### config.mk
export PLATFORM = sky130hd
export DESIGN_NAME = crc_seq_master_flat
export DESIGN_NICKNAME = d
export VERILOG_FILES = /design/src/rtl/crc_pkg.sv /design/src/rtl/crc_seq_master_if.sv /design/src/rtl/crc_word_fifo.sv /design/src/rtl/crc_seq_master.sv /design/src/flat_wrapper.sv
export SDC_FILE = /design/constraint.sdc
export NUM_CORES = 1
export LEC_CHECK = 0
export CORE_ASPECT_RATIO = 0.8
export CORE_UTILIZATION = 35
export DETAILED_ROUTE_END_ITERATION = 16
export PLACE_DENSITY = 0.61
export SLEW_MARGIN = 20
export SYNTH_ARGS = -nofsm -noshare
export SYNTH_HDL_FRONTEND = slang
export SYNTH_SLANG_ARGS = --single-unit
### constraint.sdc
create_clock -name clk -period 2.95 [get_ports clk]
set_input_delay 0.59 -clock clk [delete_from_list [all_inputs] [get_ports clk]]
set_output_delay 0.59 -clock clk [all_outputs]
set_load 0.1 [all_outputs]
### src/rtl/crc_pkg.sv
// Shared definitions for the CRC sequencing master: responder register map,
// CTRL field layout, stream word format and sequencer states.
package crc_pkg;

    localparam logic [31:0] CRC_DATA_OFS  = 32'h0000_0000;
    localparam logic [31:0] CRC_GPOLY_OFS = 32'h0000_0004;
    localparam logic [31:0] CRC_CTRL_OFS  = 32'h0000_0008;

    // WAS selects whether a DATA write loads the seed (1) or feeds the CRC (0)
    localparam logic [31:0] CTRL_WAS_MASK = 32'h0200_0000;

    typedef struct packed {
        logic [1:0]  tot;
        logic [1:0]  totr;
        logic        rsvd27;
        logic        fxor;
        logic        was;
        logic        tcrc;
        logic [23:0] rsvd;
    } ctrl_t;

    typedef struct packed {
        logic        last;
        logic [31:0] dat;
    } word_t;

    typedef enum logic [2:0] {
        IDLE,
        W_CTRL_SEED,
        W_POLY,
        W_SEED,
        W_CTRL_RUN,
        STREAM,
        RD_RES,
        DONE
    } state_t;

endpackage

### src/rtl/crc_seq_master_if.sv
// Single-cycle register bus between the CRC sequencer (master) and the CRC responder (slave).
interface crc_seq_master_if;

    logic        Sel;
    logic        RW;
    logic [31:0] addr;
    logic [31:0] data_wr;
    logic [31:0] data_rd;

    modport master (output Sel, RW, addr, data_wr, input data_rd);
    modport slave  (input Sel, RW, addr, data_wr, output data_rd);

endinterface

### src/rtl/crc_word_fifo.sv
// Purpose: small synchronous FIFO holding stream words for the sequencer.
// Latency: a pushed entry is poppable from the cycle after the push (no bypass).
// Backpressure: full blocks pushes unless a pop happens in the same cycle; pops on empty are ignored.
module crc_word_fifo #(
    parameter int WIDTH = 33,
    parameter int DEPTH = 4
) (
    input  logic             clk,
    input  logic             rst_n,
    input  logic             push,
    input  logic [WIDTH-1:0] push_dat,
    input  logic             pop,
    output logic [WIDTH-1:0] pop_dat,
    output logic             full,
    output logic             empty
);

    localparam int AW = (DEPTH > 1) ? $clog2(DEPTH) : 1;
    localparam logic [AW:0] FULL_CNT = (AW+1)'(DEPTH);

    logic [WIDTH-1:0] mem [DEPTH];
    logic [AW-1:0]    wr_ptr;
    logic [AW-1:0]    rd_ptr;
    logic [AW:0]      count;
    logic             do_push;
    logic             do_pop;

    assign full    = (count == FULL_CNT);
    assign empty   = (count == '0);
    assign do_pop  = pop && !empty;
    assign do_push = push && (!full || do_pop);
    assign pop_dat = mem[rd_ptr];

    // DEPTH is a power of two, so pointer overflow is the wrap
    always_ff @(posedge clk or negedge rst_n) begin
        if (!rst_n) begin
            wr_ptr <= '0;
            rd_ptr <= '0;
            count  <= '0;
        end else begin
            if (do_push) wr_ptr <= wr_ptr + 1'b1;
            if (do_pop)  rd_ptr <= rd_ptr + 1'b1;
            case ({do_push, do_pop})
                2'b10:   count <= count + 1'b1;
                2'b01:   count <= count - 1'b1;
                default: count <= count;
            endcase
        end
    end

    always_ff @(posedge clk) begin
        if (do_push) mem[wr_ptr] <= push_dat;
    end

endmodule

### src/rtl/crc_seq_master.sv
// Purpose: programs a CRC responder (CTRL/GPOLY/seed), streams buffered words into DATA, reads back the result.
// Latency: 7 cycles start-to-done with one word preloaded; one bus cycle per state, registered outputs.
// Backpressure: in_ready = !full of the word FIFO; an empty FIFO in STREAM stalls the bus indefinitely.
module crc_seq_master
    import crc_pkg::*;
#(
    parameter int          FIFO_DEPTH = 4,
    parameter logic [31:0] CRC_BASE   = 32'h4003_2000
) (
    input  logic                    clk,
    input  logic                    rst_n,
    input  logic [31:0]             cfg_ctrl,
    input  logic [31:0]             cfg_poly,
    input  logic [31:0]             cfg_seed,
    input  logic [31:0]             cfg_expect,
    input  logic                    start,
    input  logic                    in_valid,
    output logic                    in_ready,
    input  logic [31:0]             in_data,
    input  logic                    in_last,
    crc_seq_master_if.master        bus,
    output logic                    busy,
    output logic                    done,
    output logic                    match,
    output logic [31:0]             result,
    output logic [15:0]             word_cnt
);

    localparam logic [31:0] ADDR_DATA  = CRC_BASE + CRC_DATA_OFS;
    localparam logic [31:0] ADDR_GPOLY = CRC_BASE + CRC_GPOLY_OFS;
    localparam logic [31:0] ADDR_CTRL  = CRC_BASE + CRC_CTRL_OFS;

    state_t      state;
    ctrl_t       ctrl_q;
    logic [31:0] poly_q;
    logic [31:0] seed_q;
    logic [31:0] expect_q;
    logic        sel_q;
    logic        rw_q;
    logic [31:0] addr_q;
    logic [31:0] wdat_q;
    logic        last_sent;
    word_t       push_word;
    word_t       pop_word;
    logic        fifo_full;
    logic        fifo_empty;
    logic        fifo_pop;

    assign push_word = {in_last, in_data};
    assign in_ready  = !fifo_full;

    crc_word_fifo #(
        .WIDTH ($bits(word_t)),
        .DEPTH (FIFO_DEPTH)
    ) u_fifo (
        .clk      (clk),
        .rst_n    (rst_n),
        .push     (in_valid && in_ready),
        .push_dat (push_word),
        .pop      (fifo_pop),
        .pop_dat  (pop_word),
        .full     (fifo_full),
        .empty    (fifo_empty)
    );

    // Bus outputs are registered one edge ahead, so each word is popped on entry to its bus cycle
    assign fifo_pop = !fifo_empty && ((state == W_CTRL_RUN) || (state == STREAM && !last_sent));

    assign bus.Sel     = sel_q;
    assign bus.RW      = rw_q;
    assign bus.addr    = addr_q;
    assign bus.data_wr = wdat_q;

    always_ff @(posedge clk or negedge rst_n) begin
        if (!rst_n) begin
            state     <= IDLE;
            ctrl_q    <= '0;
            poly_q    <= '0;
            seed_q    <= '0;
            expect_q  <= '0;
            sel_q     <= 1'b0;
            rw_q      <= 1'b0;
            addr_q    <= '0;
            wdat_q    <= '0;
            last_sent <= 1'b0;
            busy      <= 1'b0;
            done      <= 1'b0;
            match     <= 1'b0;
            result    <= '0;
            word_cnt  <= '0;
        end else begin
            sel_q <= 1'b0;
            case (state)
                IDLE: begin
                    if (start) begin
                        ctrl_q    <= cfg_ctrl;
                        poly_q    <= cfg_poly;
                        seed_q    <= cfg_seed;
                        expect_q  <= cfg_expect;
                        word_cnt  <= '0;
                        last_sent <= 1'b0;
                        busy      <= 1'b1;
                        sel_q     <= 1'b1;
                        rw_q      <= 1'b1;
                        addr_q    <= ADDR_CTRL;
                        wdat_q    <= cfg_ctrl | CTRL_WAS_MASK;
                        state     <= W_CTRL_SEED;
                    end
                end
                W_CTRL_SEED: begin
                    sel_q  <= 1'b1;
                    rw_q   <= 1'b1;
                    addr_q <= ADDR_GPOLY;
                    wdat_q <= poly_q;
                    state  <= W_POLY;
                end
                W_POLY: begin
                    sel_q  <= 1'b1;
                    rw_q   <= 1'b1;
                    addr_q <= ADDR_DATA;
                    wdat_q <= seed_q;
                    state  <= W_SEED;
                end
                W_SEED: begin
                    sel_q  <= 1'b1;
                    rw_q   <= 1'b1;
                    addr_q <= ADDR_CTRL;
                    wdat_q <= 32'(ctrl_q) & ~CTRL_WAS_MASK;
                    state  <= W_CTRL_RUN;
                end
                W_CTRL_RUN: begin
                    state <= STREAM;
                end
                STREAM: begin
                    if (last_sent) begin
                        sel_q  <= 1'b1;
                        rw_q   <= 1'b0;
                        addr_q <= ADDR_DATA;
                        state  <= RD_RES;
                    end
                end
                RD_RES: begin
                    result <= bus.data_rd;
                    match  <= (bus.data_rd == expect_q);
                    done   <= 1'b1;
                    state  <= DONE;
                end
                DONE: begin
                    done  <= 1'b0;
                    busy  <= 1'b0;
                    state <= IDLE;
                end
                default: state <= IDLE;
            endcase

            if (fifo_pop) begin
                sel_q     <= 1'b1;
                rw_q      <= 1'b1;
                addr_q    <= ADDR_DATA;
                wdat_q    <= pop_word.dat;
                word_cnt  <= word_cnt + 16'd1;
                last_sent <= pop_word.last;
            end
        end
    end

endmodule

### src/flat_wrapper.sv
// flat-port wrapper written by rule: the top's interface ports become plain ports
module crc_seq_master_flat import crc_pkg::*;
#(
    parameter int          FIFO_DEPTH = 4,
    parameter logic [31:0] CRC_BASE   = 32'h4003_2000
)
  (clk, rst_n, cfg_ctrl, cfg_poly, cfg_seed, cfg_expect, start, in_valid, in_ready, in_data, in_last, busy, done, match, result, word_cnt, bus_Sel, bus_RW, bus_addr, bus_data_wr, bus_data_rd);
  crc_seq_master_if bus_i ();
  input  logic clk;
  input  logic rst_n;
  input  logic [31:0] cfg_ctrl;
  input  logic [31:0] cfg_poly;
  input  logic [31:0] cfg_seed;
  input  logic [31:0] cfg_expect;
  input  logic start;
  input  logic in_valid;
  output logic in_ready;
  input  logic [31:0] in_data;
  input  logic in_last;
  output logic busy;
  output logic done;
  output logic match;
  output logic [31:0] result;
  output logic [15:0] word_cnt;
  output wire logic [$bits(bus_i.Sel)-1:0] bus_Sel;
  output wire logic [$bits(bus_i.RW)-1:0] bus_RW;
  output wire logic [$bits(bus_i.addr)-1:0] bus_addr;
  output wire logic [$bits(bus_i.data_wr)-1:0] bus_data_wr;
  input wire logic [$bits(bus_i.data_rd)-1:0] bus_data_rd;
  assign bus_Sel = bus_i.Sel;
  assign bus_RW = bus_i.RW;
  assign bus_addr = bus_i.addr;
  assign bus_data_wr = bus_i.data_wr;
  assign bus_i.data_rd = bus_data_rd;
  crc_seq_master #(.FIFO_DEPTH(FIFO_DEPTH), .CRC_BASE(CRC_BASE)) u_core (.clk(clk), .rst_n(rst_n), .cfg_ctrl(cfg_ctrl), .cfg_poly(cfg_poly), .cfg_seed(cfg_seed), .cfg_expect(cfg_expect), .start(start), .in_valid(in_valid), .in_ready(in_ready), .in_data(in_data), .in_last(in_last), .bus(bus_i), .busy(busy), .done(done), .match(match), .result(result), .word_cnt(word_cnt));
endmodule
==> summary.md <==
| Metric | Value |
|---|---|
| Outcome | finished clean |
| Final Routed Wirelength | 41600 um |
| Antenna violations before repair | 3 |
| Post-route clock period utilization | 79.3% |
| Cell type with the largest total area after synthesis | sky130_fd_sc_hd__dfrtp_1 |
| DRT Pass-1 Iters | 7 |
| Classification of the worst setup path | register to register |
| Synth Flop Type | sky130_fd_sc_hd__dfrtp_1 |
| Type of origin of the critical path | register |
| Final antenna-violating net count | 0 |
| Setup skew after layout | 27.1 ps |
| Number of standard-cell rows in the floorplan | 67 |
| Worst setup slack for register-to-register paths | 610 ps |
| Nature of the critical path endpoint | register |
| Headroom to the max-slew limit | 52.4% |
| Main area contributors after synthesis | sky130_fd_sc_hd__dfrtp_1 37%, sky130_fd_sc_hd__edfxtp_1 26%, sky130_fd_sc_hd__nand2_1 12% |
| Worst setup startpoint | u_core.state[1]$_DFFE_PN0P_ |
| Total area of multi-input combinational cells | 5040 sq um |
| Initial detailed-routing violation count | 979 |
| Number of global-route vias before repair | 10.8k |
| Clock root buffer | sky130_fd_sc_hd__clkbuf_16 |
| Die Y-Extent | 188 um |
| Nets | 1777 |
| Most instantiated library cell after synthesis | sky130_fd_sc_hd__nand2_1 |
| Number of sinks on the clock net | 358 |
| Final setup viols | 0 |
| Endpoint of the worst register-to-register path | u_core.u_fifo.count[2]$_DFFE_PN0P_ |
| Number of buffers inserted by port buffering | 287 |
| Final Hold Violating Endpoints | 0 |
| Internal power summed over all cells | 13.3 mW |
| Clk pwr share | 19.0% |
| Largest net degree at the start of global routing | 75 |
| Required time of the critical path | 3370 ps |
| Starting utilization of the core area | 35.8% |
| Cell Chain, Critical Path | inv_1, ha_2, and2b_1, o211ai_4, inv_2, ha_1, fa_1, xnor2_1, nor2_1, xor2_1 |
| Syn. warnings | 0 |
| Number of buffers created by CTS | 39 |
| Max_cap viols | 0 |
| Cell count after synthesis | 1294 |
| Number of synthesized register bits | 358 |
| Design Area, Final | 19600 sq um |
| Die Outline Area | 44100 sq um |
| Slew of the pin with the lowest slew margin | 714 ps |
| # Post-CTS Setup Buffers | 0 |
| Fraction of post-synthesis cell area in the top cell type by area | 37.4% |
| EDFF count, synth | 132 |
| Fill cells | 3959 |
| Start point of the worst min-delay path | u_core.ctrl_q[3]$_DFFE_PN0P_ |
| Number of unique standard cell types used by synthesis | 47 |
| Minimum period implied by the final worst setup slack | 2340 ps |
| Worst setup slack after placement | 364 ps |
| Placeable core region | 42300 sq um |
| Proportion of register bits with asynchronous set or reset after synthesis | 63.1% |
| Fin worst setup slack | 612 ps |
| Proportion of power drawn by flip-flops and latches | 33.0% |
| Worst Setup EP | u_core.u_fifo.count[2]$_DFFE_PN0P_ |
| RSZ-0062 raised after global routing | no |
| Reg2reg start | u_core.state[1]$_DFFE_PN0P_ |
| Maximum number of buffers from clock root to sink | 3 |
| Average wire length per cell after detail routing | 19.3 um |
| R2r worst-path depth | 10 |
| Max incr delay on CP | 450 ps |
| Type of the worst min-delay path | register to register |
| Num ports | 315 |
| PwrDens | 1260 nW/um^2 |
| Remaining global-route overflow | 0 |
| WP buf/inv | 2 |
| Synthesized cell area | 15100 sq um |
| Clock tree from TritonCTS | done |
| Share of post-route cells with drive strength above 1 | 16.3% |
| Count of hold buffers inserted by post-cts repair | 1 |
| Leading cell types by count after synthesis | 473 x sky130_fd_sc_hd__nand2_1, 226 x sky130_fd_sc_hd__dfrtp_1, 132 x sky130_fd_sc_hd__edfxtp_1 |
| Total Neg Setup Slack | 0 ps |
| DR vias/cell | 4.99 |
| Largest vdd supply drop | 949 uV |
| Detailed-placement wirelength estimate | 27900 um |
| Source-to-sink clock delay at the later pin of the worst-skew pair | 540 ps |
| Sequential element share of the synthesized area | 63.5% |
| CP arrival | 2760 ps |
| Leakage power total | 8.35 nW |
| Layout area overhead | 29.7% |
| Gate family responsible for the most delay along the worst path | adder cells |
| Proportion of total power due to net switching | 46.2% |
| Proportion of power drawn by combinational gates | 48.1% |
| Post-CTS clock slew at the launch and capture registers of the worst setup and hold paths | 60 ps |
| Horizontal die dimension | 235 um |
| Post-synthesis average cell area | 11.7 sq um |
| Combined flip-flop and latch cell area | 9620 sq um |
| Gr usage total | 18.8% |
| Number of gates resized after cts | 0 |
| Critical Path Stages | 10 |
| Number of H-tree levels | 2 |
| Final routed DRC violation total | 0 |
| Number of pins exceeding their max-slew limit in the final report | 0 |
| Dpl cell area | 18400 sq um |
| Routability-driven placement congestion ratio | 0.793 |
| Maximum net fanout on the critical path | 5 |
| Slowest stage cell on the critical path | sky130_fd_sc_hd__fa_1 |
| Net switching component of the power | 11.4 mW |
| Total vias in the final route | 10.7k |
| Wire length of the first global-routing pass | 63300 um |
| Fmax | 0.428 GHz |
-- flip-flops by register name (all words and copies together) (netlist names), 2 cells and up --
signal                flops
u_core.ctrl_q            31
u_core.seed_q            32
u_core.u_fifo.mem       132
u_core.expect_q          32
u_core.u_fifo.count       3
u_core.poly_q            32
u_core.bus.addr           3
u_core.u_fifo.rd_ptr      2
u_core.state              3
u_core.result            32
u_core.word_cnt          16
u_core.bus.data_wr       32
u_core.u_fifo.wr_ptr      2
-- cell type report --
cell class                 count  share of cell area, %
timing repair buffer         317                   15.4
inverter                       8                  0.153
clock inverter                16                  0.510
multi-input combinational    845                   25.7
tap                          552                   3.52
sequential                   358                   49.0
clock buffer                  55                   5.74
antenna                        3                 0.0382
-- kinds of logic (layout without fill, tap and decap cells) --
logic type      after synthesis  count (layout)  synth area share (%)
compound gates              142             142                  7.22
mux                          67              67                  7.43
simple gates                560             560                  14.6
fa+ha+maj                    11              11                 0.959
other cells                   1              29                0.0248
xor+xnor                     39              39                  2.26
flops                       358             358                  63.5
buf+inv                     116             396                  4.02
-- worst reg2reg max path, delay by kind of cell (launching register included) --
family                     cells  cell delay [ps]
adders and majority gates      3              910
buffers and inverters          2              190
and+or+nand+nor                2              250
xor gates and xnor gates       2              300
AOI/OAI and AO/OA              1              170
DFF                            1              420
-- worst min-delay path by stage --
stage	slack, ps	cells after the start	end
floorplan	290	0	u_core.bus.RW$_DFFE_PN0P_
global placement	460	2	u_core.ctrl_q[5]$_DFFE_PN0P_
detailed placement	460	2	u_core.seed_q[12]$_DFFE_PN0P_
CTS	480	2	u_core.seed_q[12]$_DFFE_PN0P_
global route	490	2	u_core.poly_q[18]$_DFFE_PN0P_
finish	480	2	u_core.ctrl_q[3]$_DFFE_PN0P_
-- placed cells by master, fill, tap and decap left out, drive strengths merged, types with 7 or more instances in the layout --
master	instances
nand3	14
buf	122
o21ai	20
a222oi	31
xor2	19
mux4	33
clkbuf	55
xnor2	20
and3	8
clkinv	13
a21oi	9
ha	10
nand2	473
conb	26
nand4	7
inv	10
dfrtp	226
o2bb2ai	31
clkdlybuf4s50	194
edfxtp	132
nor2	44
mux2	33
a31oi	31
o211ai	8
-- power by group through the flow --
stage               clock network (mW)  registers [mW]  logic (mW)
finish                            4.68            8.13        11.9
global route                      5.00            8.34        12.7
CTS                               4.82            8.14        12.0
detailed placement                   0            8.21        12.0
global placement                     0            8.15        11.8
floorplan                            0            11.8        5.04
-- layer usage --
layer	up-vias	wire, um	track usage [%]
li1	4996	-	-
met3	53	2880	4.11
met5	-	0	0
met4	0	768	4.42
met1	5352	17900	25.7
met2	344	20000	30.4
-- per-stage QoR --
| stage | cells | power [mW] | utilization, % | hold slack, ps |
|---|---|---|---|---|
| 2_1_floorplan | 1319 | 16.8 | - | 294 |
| 3_5_place_dp | 2079 | 20.2 | 43.5 | 462 |
| 5_1_grt | 2152 | 26.1 | 46.5 | 493 |
| 6_report | 2154 | 24.7 | 46.5 | 478 |
| 3_3_place_gp | 2079 | 20.0 | 43.5 | 457 |
| 4_1_cts | 2151 | 25.0 | 46.5 | 477 |
Power figures use the tool's default switching activity.
